**src/rtl/uart_rx_ref.sv**
```systemverilog
// uart_rx_ref: 8N1 UART receiver, companion to uart_tx_ref, in the sys_clk domain.
// The serial line is synchronised, then a falling edge starts a frame. The start bit is
// re-checked at half a bit. Data, optional parity and stop bits are each sampled at a bit
// centre.
// Optional build macro UART_RX_PARITY_EN adds an even-parity bit and a uart_rx_parity_err strobe.
module uart_rx_ref #(
  parameter int unsigned BPS     = 9600,
  parameter int unsigned CLK_FRE = 50_000_000
) (
  input  logic       sys_clk,
  input  logic       sys_rst,
  input  logic       uart_rxd,
  output logic [7:0] uart_rx_data,
  output logic       uart_rx_done,
  output logic       uart_rx_frame_err,
  output logic       uart_rx_busy
`ifdef UART_RX_PARITY_EN
  ,
  output logic       uart_rx_parity_err
`endif
);

  localparam int unsigned BAUD_CNT_MAX  = CLK_FRE / BPS;
  localparam int unsigned BAUD_CNT_HALF = BAUD_CNT_MAX / 2;
  localparam int unsigned CW            = $clog2(BAUD_CNT_MAX);

  localparam logic [CW-1:0] CntLast     = CW'(BAUD_CNT_MAX - 1);
  localparam logic [CW-1:0] CntHalfLast = CW'(BAUD_CNT_HALF - 1);

  typedef enum logic [2:0] {
    StIdle,
    StStart,
    StData,
    StParity,
    StStop
  } state_e;

  state_e        state_q, state_d;
  logic [CW-1:0] cnt_q, cnt_d;
  logic [2:0]    bit_cnt_q, bit_cnt_d;
  logic [7:0]    shift_q, shift_d;
  logic [7:0]    data_q, data_d;
  logic          done_q, done_d;
  logic          ferr_q, ferr_d;
`ifdef UART_RX_PARITY_EN
  logic          par_q, par_d;
  logic          perr_q, perr_d;
`endif

  logic rx_sync1_q, rx_sync2_q, rx_prev_q;
  logic rx_fall;

  // Two-flop synchroniser plus a history flop for falling-edge detection.
  always_ff @(posedge sys_clk) begin
    if (sys_rst) begin
      rx_sync1_q <= 1'b1;
      rx_sync2_q <= 1'b1;
      rx_prev_q  <= 1'b1;
    end else begin
      rx_sync1_q <= uart_rxd;
      rx_sync2_q <= rx_sync1_q;
      rx_prev_q  <= rx_sync2_q;
    end
  end

  // Only a fresh 1->0 transition counts; a line held low never retriggers.
  assign rx_fall = rx_prev_q & ~rx_sync2_q;

  // State, counters, shift register and registered strobes.
  always_ff @(posedge sys_clk) begin
    if (sys_rst) begin
      state_q   <= StIdle;
      cnt_q     <= '0;
      bit_cnt_q <= '0;
      shift_q   <= '0;
      data_q    <= '0;
      done_q    <= 1'b0;
      ferr_q    <= 1'b0;
`ifdef UART_RX_PARITY_EN
      par_q     <= 1'b0;
      perr_q    <= 1'b0;
`endif
    end else begin
      state_q   <= state_d;
      cnt_q     <= cnt_d;
      bit_cnt_q <= bit_cnt_d;
      shift_q   <= shift_d;
      data_q    <= data_d;
      done_q    <= done_d;
      ferr_q    <= ferr_d;
`ifdef UART_RX_PARITY_EN
      par_q     <= par_d;
      perr_q    <= perr_d;
`endif
    end
  end

  // Next-state logic: bit-centre sampling and frame checking.
  always_comb begin
    state_d   = state_q;
    cnt_d     = cnt_q;
    bit_cnt_d = bit_cnt_q;
    shift_d   = shift_q;
    data_d    = data_q;
    done_d    = 1'b0;
    ferr_d    = 1'b0;
`ifdef UART_RX_PARITY_EN
    par_d     = par_q;
    perr_d    = 1'b0;
`endif
    unique case (state_q)
      StIdle: begin
        cnt_d = '0;
        if (rx_fall) begin
          state_d = StStart;
        end
      end
      StStart: begin
        if (cnt_q == CntHalfLast) begin
          cnt_d     = '0;
          bit_cnt_d = '0;
          // A start bit that is high again at half a bit was a glitch.
          state_d   = rx_sync2_q ? StIdle : StData;
        end else begin
          cnt_d = cnt_q + CW'(1);
        end
      end
      StData: begin
        if (cnt_q == CntLast) begin
          cnt_d              = '0;
          shift_d[bit_cnt_q] = rx_sync2_q;
          bit_cnt_d          = bit_cnt_q + 3'd1;
          if (bit_cnt_q == 3'd7) begin
`ifdef UART_RX_PARITY_EN
            state_d = StParity;
`else
            state_d = StStop;
`endif
          end
        end else begin
          cnt_d = cnt_q + CW'(1);
        end
      end
      StParity: begin
`ifdef UART_RX_PARITY_EN
        if (cnt_q == CntLast) begin
          cnt_d   = '0;
          par_d   = rx_sync2_q;
          state_d = StStop;
        end else begin
          cnt_d = cnt_q + CW'(1);
        end
`else
        state_d = StIdle;
`endif
      end
      StStop: begin
        if (cnt_q == CntLast) begin
          cnt_d   = '0;
          // Back to idle mid-stop-bit so a following start edge is not missed.
          state_d = StIdle;
          if (!rx_sync2_q) begin
            ferr_d = 1'b1;
`ifdef UART_RX_PARITY_EN
          end else if (par_q != ^shift_q) begin
            perr_d = 1'b1;
`endif
          end else begin
            data_d = shift_q;
            done_d = 1'b1;
          end
        end else begin
          cnt_d = cnt_q + CW'(1);
        end
      end
      default: state_d = StIdle;
    endcase
  end

  assign uart_rx_data      = data_q;
  assign uart_rx_done      = done_q;
  assign uart_rx_frame_err = ferr_q;
  assign uart_rx_busy      = (state_q != StIdle);
`ifdef UART_RX_PARITY_EN
  assign uart_rx_parity_err = perr_q;
`endif

endmodule

```
**config.mk**
```make
export PLATFORM = sky130hd
export DESIGN_NAME = uart_rx_ref
export DESIGN_NICKNAME = d
export VERILOG_FILES = /design/src/rtl/uart_rx_ref.sv
export SDC_FILE = /design/constraint.sdc
export NUM_CORES = 1
export LEC_CHECK = 0
export CAP_MARGIN = 20
export CORE_ASPECT_RATIO = 1.2
export CORE_UTILIZATION = 31
export CTS_CLUSTER_SIZE = 8
export DETAILED_ROUTE_END_ITERATION = 8
export PLACE_DENSITY = 0.55
export REMOVE_ABC_BUFFERS = 1
export SYNTH_ARGS = -nofsm -noshare
export SYNTH_HDL_FRONTEND = slang
export SYNTH_SLANG_ARGS = --single-unit
```
**constraint.sdc**
```tcl
create_clock -name sys_clk -period 2 [get_ports sys_clk]
set_clock_uncertainty 0.05 [all_clocks]
set_input_delay 0.4 -clock sys_clk [delete_from_list [all_inputs] [get_ports sys_clk]]
set_output_delay 0.4 -clock sys_clk [all_outputs]
set_load 0.005 [all_outputs]
```
==> flow_metrics.py <==
metrics = {
    "outcome": {
        "status": "finished, final reports clean",
    },
    "critical_path": {
        "cp_common_cell": "buf_6",
        "worstSetupPathType": "reg2reg",
        "critPathArrivalTime_ns": 2.12,
        "endpoint_kind": "register",
        "crit_fanout": 5,
        "path_cells": "ha_4, or4b_4, o31ai_4, buf_6, buf_6, nor2_2, o311ai_2, o41ai_1",
        "path_buf_inv": 2,
        "cpPeakStageDelay_ns": 0.48,
        "crit_path_top_delay_cell": "or4b_4",
        "critPathTopFamily": "compound AO/OA/AOI/OAI gates",
        "cp.required_ns": 2.13,
        "cp-start-kind": "register",
    },
    "sta": {
        "worst_pin_slew_ns": 0.462,
        "rsz0062_at_grt": "yes",
        "worst_slack_ns": 0.00805,
        "fin_crit_sh_pct": 99.6,
        "max-slew-margin-rel_pct": 68.9,
        "fmax_mhz": 502,
        "hold_violations": 0,
        "finalCriticalPeriod_ns": 1.99,
        "slew_viol_final": 0,
        "setup_viol": 0,
    },
    "detailed_routing": {
        "routed_via_density": 5.14,
        "first_iter_violations": 93,
        "avgRoutedWirePerCell_um": 13.9,
        "num_vias": 1845,
        "firstDrtPassIters": 5,
        "drc": 0,
        "drtAntennaViolNets": 0,
        "drt_wl_total_mm": 5.00,
    },
    "cells_and_area": {
        "fillerInstances": 606,
        "drive_gt1_share_pct": 27.8,
        "fin_util_pct": 45.0,
        "final_cell_mix": "38 x dfxtp_1, 35 x nor2_1, 33 x buf_4, 17 x mux2i_1, 15 x nand2_1",
        "final_common_cell": "dfxtp_1",
        "nets": 282,
        "final_area_um2": 2780,
        "diodes": 0,
        "synthToLayoutAreaGrowth_pct": 37.9,
    },
    "placement": {
        "preCtsSetupSlack_ns": -0.171,
        "io_buffer_count": 13,
        "gp_congestion": 0.879,
        "placedInstanceArea_um2": 2400,
        "post-dp-hpwl_mm": 3.40,
    },
    "clock_network": {
        "hold_buffers": 0,
        "root_buffer": "clkbuf_8",
        "numCtsBuffers": 5,
        "cts.sink_count": 40,
        "worstSkewPairLatency_ns": 0.29,
        "htreeDepth": 2,
        "clockBufferDepth": 2,
        "clk_pin_slew_worst_paths_ns": 0.08,
        "cts_tree": "built",
    },
    "global_route": {
        "grt_use_total_pct": 16.0,
        "overflow": 0,
        "antenna_found_initial": 0,
        "grt_pass1_wl_mm": 8.41,
        "grt_pass1_vias": 1747,
        "grt_max_degree": 24,
    },
    "synth": {
        "synth_seq_area_share_pct": 39.8,
        "synth_area_leader_cell": "dfxtp_1",
        "avgSynthCellArea_um2": 8.68,
        "netlist_area_um2": 2010,
        "ys.flop_type": "dfxtp_1",
        "ys_seq_elements": 40,
        "syn_inst": 232,
        "synth_mux_area_share_pct": 8.45,
        "synth_cell_types": 49,
        "synth_top_family_by_area": "simple AND/OR/NAND/NOR gates",
        "synthSimpleGateAreaFrac_pct": 30.3,
        "yosysTopAreaCellShare_pct": 39.8,
        "synthArstFlopShare_pct": 0,
        "synth_xor_area_share_pct": 0.435,
        "synth_edf_count": 0,
        "synth-adder-area-share_pct": 1.86,
        "yosysWarnings": 0,
        "ys_top_cells_by_area": "dfxtp_1 40%, mux2i_1 8.5%, nor2_1 6.7%, nand2_1 2.8%, nand4bb_1 2.8%",
        "synth_compound_area_share_pct": 13.9,
    },
    "pwr": {
        "ir_drop_uv": 266,
        "power_leakage_uw": 0.00109,
        "p_per_area_nw_per_um2": 580,
    },
    "die": {
        "initial_core_util_pct": 32.6,
        "dieArea_um2": 6820,
        "die_width_um": 75.6,
        "core_um2": 6170,
        "die_h_um": 90.3,
        "ios": 14,
        "num_rows": 31,
    },
    "hold_path": {
        "hp-class": "reg2reg",
    },
    "run": {
        "maxCapViolations": 0,
    },
}
==> cell families (layout without fill, tap and decap cells) <==
kind of cell,Yosys count,count (layout)
and+or+nand+nor,109,109
AOI/OAI and AO/OA,38,38
muxes,17,17
buffers and inverters,24,69
DFF,40,40
adders and majority gates,3,3
xor gates and xnor gates,1,1
==> final cells by class <==
class | count | area, um^2 | share of cell area [%]
timing repair buffer | 54 | 460 | 16.6
clock inverter | 2 | 38.8 | 1.40
multi-input combinational | 168 | 1260 | 45.5
inverter | 7 | 26.3 | 0.946
sequential | 40 | 803 | 28.9
tap | 82 | 103 | 3.70
clock buffer | 6 | 82.6 | 2.97
==> metrics by stage <==
stage | power [uW] | hold WS [ns] | TNS (ns) | std cells
floorplan | 856 | 0.339 | -5.13 | 215
global placement | 903 | 0.342 | -0.0806 | 342
detailed placement | 903 | 0.346 | -1.51 | 342
CTS | 1620 | 0.365 | -0.0578 | 352
global route | 1670 | 0.373 | -0.559 | 359
finish | 1610 | 0.362 | 0 | 359
==> worst paths after layout <==
check	slack [ns]	endpoint	depth (start not counted)	startpoint
max	0.008	cnt_q[5]	8	cnt_q[0]
min	0.36	rx_sync2_q	1	rx_sync1_q
max reg2reg	0.008	cnt_q[5]	8	cnt_q[0]
min reg2reg	0.36	rx_sync2_q	1	rx_sync1_q
==> timing repair <==
item                                    CTS  global route
gates cloned                              0             1
endpoints found under the setup margin   26            28
gates resized for setup                  18            17
setup buffers                             2             6
pin swaps                                 8            13
==> synth_stat cells (2+ instances only) <==
cell	number
nand4bb_1	5
and3_1	3
clkbuf_1	8
ha_1	3
a211oi_1	2
or2_2	4
o21ai_0	5
dfxtp_1	40
nand4_1	4
nor3b_1	2
a21oi_1	5
nand4b_1	4
o211ai_1	3
nand3b_1	2
nor3_1	6
or3_1	5
a22oi_1	3
nand3_1	7
o21ai_1	2
mux2i_1	17
a31oi_1	5
nand2b_1	2
o22ai_1	2
nor4b_1	2
nand2_1	15
nor4_1	4
nor2_1	36
buf_2	8
or4_1	2
inv_1	7
==> power by group <==
part	switching (uW)	internal [uW]	total (uW)	leakage, uW
Clock	302	408	711	0.0000614
Sequential	5.53	801	807	0.000324
Combinational	49.1	45.1	94.2	0.000703
==> sequential cells by signal, indices dropped and copies added (netlist names) <==
signal and count:
rx_prev_q 1, cnt_q 13, rx_sync2_q 1, uart_rx_data 8, bit_cnt_q 3, state_q 3, uart_rx_done 1, shift_q 8
uart_rx_frame_err 1, rx_sync1_q 1
==> per-layer routing <==
layer	global-route usage (%)	vias up	part of all wire [%]
met5	0	-	0
met2	24.0	27	48
met1	21.9	870	48
met3	3.35	11	2.3
met4	6.94	0	2.3
li1	-	937	-
No activity file was read; power rests on OpenSTA's default activity.
